`src/rtl/ixu_pkg.sv`:
```
// Shared types for the integer-execution writeback path: lane layout,
// skid-buffer occupancy states and the hard-wired zero register.
package ixu_pkg;

   localparam int IXU_XLEN = 32;
   localparam int IXU_RA_W = 5;
   localparam int X0_ADDR  = 0;

   // Default-width lane layout; the pipe declares the same field order at its own widths.
   typedef struct packed {
      logic                is_nop;
      logic [IXU_RA_W-1:0] rd;
      logic [IXU_XLEN-1:0] data;
   } ixu_wb_lane_t;

   typedef enum logic [1:0] {
      ST_EMPTY = 2'd0,
      ST_ONE   = 2'd1,
      ST_TWO   = 2'd2
   } skid_state_e;

endpackage

```
`src/rtl/ixu_ex_wb_pipe_if.sv`:
```
// EX->WB bundle bus: EX-side input handshake plus WB-side output handshake.
// The driver of in_* / out_ready uses master; the pipe uses slave.
interface ixu_ex_wb_pipe_if #(
   parameter int LANES = 2,
   parameter int XLEN  = 32,
   parameter int RA_W  = 5
);
   logic                  in_valid;
   logic                  in_ready;
   logic [LANES-1:0]      in_is_nop;
   logic [LANES*RA_W-1:0] in_rd;
   logic [LANES*XLEN-1:0] in_data;
   logic                  out_valid;
   logic                  out_ready;
   logic [LANES-1:0]      out_is_nop;
   logic [LANES*RA_W-1:0] out_rd;
   logic [LANES*XLEN-1:0] out_data;

   modport master (
      output in_valid, in_is_nop, in_rd, in_data, out_ready,
      input  in_ready, out_valid, out_is_nop, out_rd, out_data
   );

   modport slave (
      input  in_valid, in_is_nop, in_rd, in_data, out_ready,
      output in_ready, out_valid, out_is_nop, out_rd, out_data
   );
endinterface

```
`src/rtl/ixu_skid_buf.sv`:
```
// Two-entry skid buffer over an opaque payload. in_ready and out_valid come
// straight from the state register, so no combinational ready/valid paths.
module ixu_skid_buf
   import ixu_pkg::*;
#(
   parameter int           W       = 8,
   parameter logic [W-1:0] RST_VAL = '0
) (
   input  logic         clk,
   input  logic         rst,
   input  logic         flush,
   input  logic         in_valid,
   output logic         in_ready,
   input  logic [W-1:0] in_data,
   output logic         out_valid,
   input  logic         out_ready,
   output logic [W-1:0] out_data
);

   skid_state_e  state_q, state_d;
   logic [W-1:0] main_q, main_d;
   logic [W-1:0] skid_q, skid_d;
   logic         accept, consume;

   assign in_ready  = (state_q != ST_TWO);
   assign out_valid = (state_q != ST_EMPTY);
   assign out_data  = main_q;
   assign accept    = in_valid && in_ready;
   assign consume   = out_valid && out_ready;

   always_comb begin
      state_d = state_q;
      main_d  = main_q;
      skid_d  = skid_q;
      case (state_q)
         ST_EMPTY: begin
            if (accept) begin
               main_d  = in_data;
               state_d = ST_ONE;
            end
         end
         ST_ONE: begin
            if (accept && consume) begin
               main_d = in_data;
            end else if (accept) begin
               skid_d  = in_data;
               state_d = ST_TWO;
            end else if (consume) begin
               state_d = ST_EMPTY;
            end
         end
         ST_TWO: begin
            if (consume) begin
               main_d  = skid_q;
               state_d = ST_ONE;
            end
         end
         default: state_d = ST_EMPTY;
      endcase
      // Flush only empties; the stale payload is invisible while out_valid is low.
      if (flush) state_d = ST_EMPTY;
   end

   always_ff @(posedge clk) begin
      if (rst) begin
         state_q <= ST_EMPTY;
         main_q  <= RST_VAL;
         skid_q  <= RST_VAL;
      end else begin
         state_q <= state_d;
         main_q  <= main_d;
         skid_q  <= skid_d;
      end
   end

endmodule

```
`src/rtl/ixu_ex_wb_pipe.sv`:
```
// EX->WB stage: packs LANES result slots into one skid-buffered payload,
// folds x0 writes into NOPs on capture, and counts backpressured cycles.
module ixu_ex_wb_pipe
   import ixu_pkg::*;
#(
   parameter int LANES = 2,
   parameter int XLEN  = 32,
   parameter int RA_W  = 5,
   parameter int CNT_W = 16
) (
   input  logic             clk,
   input  logic             rst,
   input  logic             flush,
   ixu_ex_wb_pipe_if.slave  bus,
   output logic [CNT_W-1:0] bp_count
);

   localparam int LW = 1 + RA_W + XLEN;
   localparam int PW = LANES * LW;

   typedef struct packed {
      logic            is_nop;
      logic [RA_W-1:0] rd;
      logic [XLEN-1:0] data;
   } lane_t;

   // Reset head: every lane a NOP with zero rd/data.
   function automatic logic [PW-1:0] reset_payload();
      logic [PW-1:0] r;
      r = '0;
      for (int i = 0; i < LANES; i++) r[i*LW + LW - 1] = 1'b1;
      return r;
   endfunction

   localparam logic [PW-1:0] RST_PAY = reset_payload();

   lane_t [LANES-1:0] in_lanes, out_lanes;
   logic  [PW-1:0]    in_pay, out_pay;
   logic              out_valid_w;
   logic [CNT_W-1:0]  bp_count_q, bp_count_d;

   for (genvar i = 0; i < LANES; i++) begin : g_lane
      assign in_lanes[i].is_nop = bus.in_is_nop[i] ||
                                  (bus.in_rd[i*RA_W +: RA_W] == RA_W'(X0_ADDR));
      assign in_lanes[i].rd     = bus.in_rd[i*RA_W +: RA_W];
      assign in_lanes[i].data   = bus.in_data[i*XLEN +: XLEN];

      assign bus.out_is_nop[i]             = out_lanes[i].is_nop;
      assign bus.out_rd[i*RA_W +: RA_W]    = out_lanes[i].rd;
      assign bus.out_data[i*XLEN +: XLEN]  = out_lanes[i].data;
   end

   assign in_pay    = in_lanes;
   assign out_lanes = out_pay;

   ixu_skid_buf #(
      .W       (PW),
      .RST_VAL (RST_PAY)
   ) u_skid (
      .clk       (clk),
      .rst       (rst),
      .flush     (flush),
      .in_valid  (bus.in_valid),
      .in_ready  (bus.in_ready),
      .in_data   (in_pay),
      .out_valid (out_valid_w),
      .out_ready (bus.out_ready),
      .out_data  (out_pay)
   );

   assign bus.out_valid = out_valid_w;

   always_comb begin
      bp_count_d = bp_count_q;
      if (out_valid_w && !bus.out_ready && !flush && (bp_count_q != '1))
         bp_count_d = bp_count_q + 1'b1;
   end

   always_ff @(posedge clk) begin
      if (rst) bp_count_q <= '0;
      else     bp_count_q <= bp_count_d;
   end

   assign bp_count = bp_count_q;

endmodule

```
`src/flat_wrapper.sv`:
```
// flat-port wrapper written by rule: the top's interface ports become plain ports
module ixu_ex_wb_pipe_flat import ixu_pkg::*;
#(
   parameter int LANES = 2,
   parameter int XLEN  = 32,
   parameter int RA_W  = 5,
   parameter int CNT_W = 16
)
  (clk, rst, flush, bp_count, bus_in_valid, bus_in_is_nop, bus_in_rd, bus_in_data, bus_out_ready, bus_in_ready, bus_out_valid, bus_out_is_nop, bus_out_rd, bus_out_data);
  ixu_ex_wb_pipe_if #(.LANES(LANES), .XLEN(XLEN), .RA_W(RA_W)) bus_i ();
  input  logic clk;
  input  logic rst;
  input  logic flush;
  output logic [CNT_W-1:0] bp_count;
  input wire logic [$bits(bus_i.in_valid)-1:0] bus_in_valid;
  input wire logic [$bits(bus_i.in_is_nop)-1:0] bus_in_is_nop;
  input wire logic [$bits(bus_i.in_rd)-1:0] bus_in_rd;
  input wire logic [$bits(bus_i.in_data)-1:0] bus_in_data;
  input wire logic [$bits(bus_i.out_ready)-1:0] bus_out_ready;
  output wire logic [$bits(bus_i.in_ready)-1:0] bus_in_ready;
  output wire logic [$bits(bus_i.out_valid)-1:0] bus_out_valid;
  output wire logic [$bits(bus_i.out_is_nop)-1:0] bus_out_is_nop;
  output wire logic [$bits(bus_i.out_rd)-1:0] bus_out_rd;
  output wire logic [$bits(bus_i.out_data)-1:0] bus_out_data;
  assign bus_i.in_valid = bus_in_valid;
  assign bus_i.in_is_nop = bus_in_is_nop;
  assign bus_i.in_rd = bus_in_rd;
  assign bus_i.in_data = bus_in_data;
  assign bus_i.out_ready = bus_out_ready;
  assign bus_in_ready = bus_i.in_ready;
  assign bus_out_valid = bus_i.out_valid;
  assign bus_out_is_nop = bus_i.out_is_nop;
  assign bus_out_rd = bus_i.out_rd;
  assign bus_out_data = bus_i.out_data;
  ixu_ex_wb_pipe #(.LANES(LANES), .XLEN(XLEN), .RA_W(RA_W), .CNT_W(CNT_W)) u_core (.clk(clk), .rst(rst), .flush(flush), .bus(bus_i), .bp_count(bp_count));
endmodule
```
`config.mk`:
```
export PLATFORM = sky130hd
export DESIGN_NAME = ixu_ex_wb_pipe_flat
export DESIGN_NICKNAME = d
export VERILOG_FILES = /design/src/rtl/ixu_pkg.sv /design/src/rtl/ixu_ex_wb_pipe_if.sv /design/src/rtl/ixu_skid_buf.sv /design/src/rtl/ixu_ex_wb_pipe.sv /design/src/flat_wrapper.sv
export SDC_FILE = /design/constraint.sdc
export NUM_CORES = 1
export LEC_CHECK = 0
export BUFFER_PORTS_ARGS = -buffer_cell sky130_fd_sc_hd__buf_2
export CAP_MARGIN = 15
export CORE_MARGIN = 3
export CORE_UTILIZATION = 53
export DETAILED_ROUTE_END_ITERATION = 8
export PLACE_DENSITY = 0.83
export SYNTH_ARGS = -nofsm -noshare
export SYNTH_HDL_FRONTEND = slang
export SYNTH_HIERARCHICAL = 1
export SYNTH_SLANG_ARGS = --single-unit
export TNS_END_PERCENT = 5
```
`constraint.sdc`:
```
create_clock -name clk -period 3.12 [get_ports clk]
set_clock_uncertainty 0.05 [all_clocks]
set_input_delay 0.312 -clock clk [delete_from_list [all_inputs] [get_ports clk]]
set_output_delay 0.312 -clock clk [all_outputs]
set_load 0.02 [all_outputs]
```
Word level (Yosys, flattened, before mapping)
Index checks and enable logic that the tools add are counted.
Widths: inputs -> output; s select.
- register bits after elaboration: 170
- output and inout bits: 94
- add/subtract/negate cells: 1
- eq/ne operators: 9
- muxes and demuxes: 10
- bitwise operators: 1
- reductions and logical operators: 19
- operators by type and width (cell ; count):
    $mux 76 ; 3
    $pmux 76 s3 ; 1
    $add 16x1->16 const B ; 1
    $ne 16x16->1 const B ; 1
    $logic_not 5->1 ; 2
    $mux 2 ; 5
    $ne 2x2->1 const B ; 5
    $reduce_and 4->1 ; 2
    $logic_and 1x1->1 ; 6
    $pmux 2 s3 ; 1
    $ne 3x3->1 const B ; 1
    $reduce_and 3->1 ; 1
    $reduce_bool 3->1 ; 1
    $eq 2x1->1 const B ; 1
    $eq 2x2->1 const B ; 1
    $logic_not 1->1 ; 2
    $logic_not 2->1 ; 1
    $logic_or 1x1->1 ; 2
    $reduce_bool 2->1 ; 1
    $reduce_or 2->1 ; 1
    $not 1->1 ; 1

Depth between registers and ports, before layout
- depth in word-level cells: 6
- mapped depth: 7
- mapped depth without buffers: 5

By module
The synthesis kept the hierarchy.
- by module, submodules not included (module ; times used ; cells each ; area an instance (µm²) ; seq. area each (µm²)):
    ixu_skid_buf ; 1 ; 771 ; 5997.0 ; 3083.0
    ixu_ex_wb_pipe ; 1 ; 113 ; 924.6 ; 320.3

Worst setup path before layout
OpenSTA, ideal clock, no wires.
- kind: flip-flop to flip-flop
- from: reg u_core.u_skid.state_q[1]
- to: reg u_core.bp_count_q[15], in the netlist u_core/bp_count[15]
- setup time: 0.070 ns
- arrival time: 2.166 ns
- data required time: 3.000 ns
- path slack: 0.834 ns
- cell stages (with the launch flop): 8
- clock period less this slack: 2.286 ns
- cell sequence: dfxtp_1 > or2_2 > or3b_1 > clkbuf_1 > or3_1 > buf_2 > or4_1 > a21oi_1
- longest elaborated chain between the ends: 4
- RTL lines (element ; RTL line ; text):
    start: declaration ; ixu_skid_buf.sv:20 ; skid_state_e state_q, state_d;
    start signal: assignment ; ixu_skid_buf.sv:70 ; state_q <= state_d;
    $reduce_bool 2->1 ; ixu_skid_buf.sv:26 ; assign out_valid = (state_q != ST_EMPTY);
    via bus_out_valid ; flat_wrapper.sv:21 ; output wire logic [$bits(bus_i.out_valid)-1:0] bus_out_valid;
    $logic_and 1x1->1 (3 in series) ; ixu_ex_wb_pipe.sv:75 ; if (out_valid_w && !bus.out_ready && !flush && (bp_count_q != '1))
    end signal: assignment ; ixu_ex_wb_pipe.sv:81 ; else bp_count_q <= bp_count_d;
    end: declaration ; ixu_ex_wb_pipe.sv:40 ; logic [CNT_W-1:0] bp_count_q, bp_count_d;
The timed path passes the listed nets, and every way through them passes these cells.
A chain may end at the register's enable or synchronous reset.

Worst setup path after layout
- from: reg u_core.u_skid.state_q[0]
- to: reg u_core.bp_count_q[9], in the netlist u_core/bp_count[9]
- longest elaborated chain between the ends: 4
- RTL lines (element ; RTL line):
    $reduce_bool 2->1 ; ixu_skid_buf.sv:26
    $logic_and 1x1->1 (3 in series) ; ixu_ex_wb_pipe.sv:75
No other way between the ends.

==> impl_results.md <==
- Result of the run: finished clean
- Syn Area/Cell: 7.830 µm²
- Ratio of cells with drive above 1 in the final layout: 0.2162
- GPL Wtd Cong: 0.8645
- Category of the worst setup path launch point: flop
- Final period utilization: 0.8043
- Minimum clock period: 2.509 ns
- Worst Path Max Fanout: 15
- Distinct cell type count after synthesis: 41
- Stage delay of the slowest cell on the critical path: 0.55 ns
- Placed standard-cell area: 7799 µm²
- CP cell instances: or2_2 -> or3b_1 -> or3_1 -> or4b_1 -> a21oi_1
- Async set-reset flop share out of synthesis: 0
- Crit end category: flop
- Most used flip-flop cell after synthesis: dfxtp_1
- Launch point of the worst reg-to-reg path: u_core/u_skid/state_q[0]
- Core Rows: 41
- Beginning of the worst hold path: flush
- DRC violation count after routing: 0
- Number of clock sinks: 170
- Setup Buffers After CTS: 0
- Clock-pin slew on the worst setup and hold paths: 0.06 ns
- Standby leakage power: 3.406 nW
- Leading cell type by number of instances after synthesis: nand2_1
- Worst-Skew Late Latency: 0.42 ns
- Area delta synth->final: 20.54%
- Effective utilization at floorplan: 0.5463
- Synth top area cells: dfxtp_1 (49%), nand2_1 (17%), a311oi_1 (9.4%)
- Post-Layout Inst Area: 8343 µm²
- Master of the slowest instance on the critical path: or3_1
- Number of routed nets with antenna violations: 0
- Syn Nets: 966
- Post-Route Setup TNS: 0 ns
- Max Transition Viols Final: 0
- Final hold violation count: 0
- First drt pass iteration count: 5
- Number of clock buffers inserted by TritonCTS: 17
- Max frequency: 0.3985 GHz
- Number of buffers between clock root and the deepest sink: 2
- Total number of H-tree levels: 4
- Io pins: 175
- Cell accounting for the most synthesized area: dfxtp_1
- Slew at the pin closest to its max-slew limit: 0.8684 ns
- Final nets: 1098
- Launch point of the critical path: u_core/u_skid/state_q[0]
- CTS Root Cell: clkbuf_16
- Setup repair after global routing missed its margin: false
- Max-cap violations: 0
- Total die area: 14470 µm²
- Detail Placement HPWL: 10.56 mm
- Number of antenna diodes: 0
- Yosys warnings: 6
- Sequential element share of the synthesized area: 0.4917
- Power per cell area: 570.5 nW/µm²
- Post-cts sizing count: 0
- Iteration-0 DRC count of the detailed router: 603
- Post-synthesis instance area: 6922 µm²
- CTS tree: built
- Core box area: 12670 µm²
- Wire length of the first global-routing pass: 27.76 mm
- Vias per std cell: 5.467
- Worst voltage drop across the vdd grid: 0.0003684 V
- Die Y-Extent: 120.3 µm
- Wire per inst: 14.21 µm
- Routed WL: 17.04 mm
- Vias in the first global route: 5813
- FF+latch count, synth: 170
- Largest net degree at the start of global routing: 85
- Horizontal die dimension: 120.3 µm
- Post-synth top cells: nand2_1 (311), dfxtp_1 (170), a21oi_1 (90)
- Overall via count from detail_route: 6555
- Gate count after technology mapping: 884
- Number of enable flip-flop cells after synthesis: 0
- Worst slew margin: 0.4211
- Yosys top cell area share: 0.4917
- Initial antenna violation count: 0
- Path category of the worst min-delay check: input port to flop
- Number of port buffers: 174
- Total routing usage reported by global routing: 0.2331
- Count of hold-fix buffers inserted at cts: 0
- Crit path required time: 3.41 ns
- Final count of negative-setup-slack endpoints: 0
- Data arrival, critical path: 2.80 ns
- Remaining global-route overflow: 0
- Worst Setup Path Type: flop to flop
-- sequential cells by signal, summed over array words and instances (netlist names) --
register and cells:
u_core/u_skid/out_data 76, u_core/bp_count 16, u_core/u_skid/skid_q 76, u_core/u_skid/state_q 2
-- report_power, final --
group / switching (mW) / leakage [nW] / internal [mW]
logic: 0.320 / 1.74 / 0.177
registers: 0.0486 / 1.39 / 2.27
clock network: 0.804 / 0.278 / 1.14
-- through the flow --
step | worst slack (ns) | hold WS (ns) | cells | power (mW) | utilization
after floorplan | 0.8342 | 0.3389 | 884 | 2.671 | -
after global placement | 0.6987 | 0.3919 | 1169 | 2.852 | 0.6155
after detailed placement | 0.6729 | 0.3965 | 1169 | 2.859 | 0.6155
after CTS | 0.6513 | 0.05334 | 1199 | 4.802 | 0.6584
after global routing | 0.4802 | 0.07565 | 1199 | 4.947 | 0.6584
final | 0.6107 | 0.07873 | 1199 | 4.760 | 0.6584
-- layer usage --
metal	routed length, µm	share of wire	GRT usage	vias up
met5	0	0	0	-
met4	146	0.0086	0.06728	0
met3	1200	0.070	0.06548	13
met1	7509	0.44	0.3008	3042
met2	8186	0.48	0.3836	195
li1	-	-	-	3305
-- final timing paths --
kind	to	slack (ns)	depth (start not counted)
hold reg to reg	u_core/u_skid/skid_q[12]	0.40	2
hold / removal	u_core/u_skid/state_q[0]	0.08	2
setup reg to reg	u_core/bp_count[9]	0.61	5
setup / recovery	u_core/bp_count[9]	0.61	5
-- critical path: cells and delay by family, from the launching register on --
family           cells  cell delay (ns)
flip-flops           1             0.44
AND/OR/NAND/NOR      4             1.80
AO/OA/AOI/OAI        1             0.15
-- layout by cell type (no fill, tap or decap), types with 2 or more instances in the layout --
| cell type | n |
|---|---|
| nand2_1 | 310 |
| buf_2 | 173 |
| dfxtp_1 | 170 |
| a21oi_1 | 90 |
| nor2_1 | 77 |
| a311oi_1 | 74 |
| clkbuf_16 | 17 |
| buf_4 | 11 |
| or4_1 | 9 |
| o31ai_1 | 8 |
| clkinv_2 | 7 |
| nand3_1 | 6 |
| or3_1 | 6 |
| nand4_1 | 5 |
| nor4_1 | 5 |
| o21bai_1 | 4 |
| and4_1 | 4 |
| inv_1 | 4 |
| nand3b_1 | 4 |
| clkbuf_8 | 3 |
| or4b_1 | 3 |
| o21ai_1 | 3 |
| and3_1 | 3 |
| nor3_1 | 2 |
| o41ai_1 | 2 |
| o21ai_0 | 2 |
| nor2b_1 | 2 |
| buf_12 | 2 |
-- cell families after synthesis --
group,Yosys count,share of synthesized area
simple gates,446,0.2684
compound gates,187,0.1835
flops,170,0.4917
buf+inv,78,0.05152
mux,2,0.003073
fa+ha+maj,1,0.001807
-- area by class of cell --
type                            instances  area, µm²
Clock inverter                          9      73.82
Timing Repair Buffer                  186      988.4
Multi-Input combinational cell        636       3173
Inverter                                5      18.77
Fill cell                            1134       4328
Tap cell                              172      215.2
Clock buffer                           21      470.5
Sequential cell                       170       3403
Power figures use the tool's default switching activity.
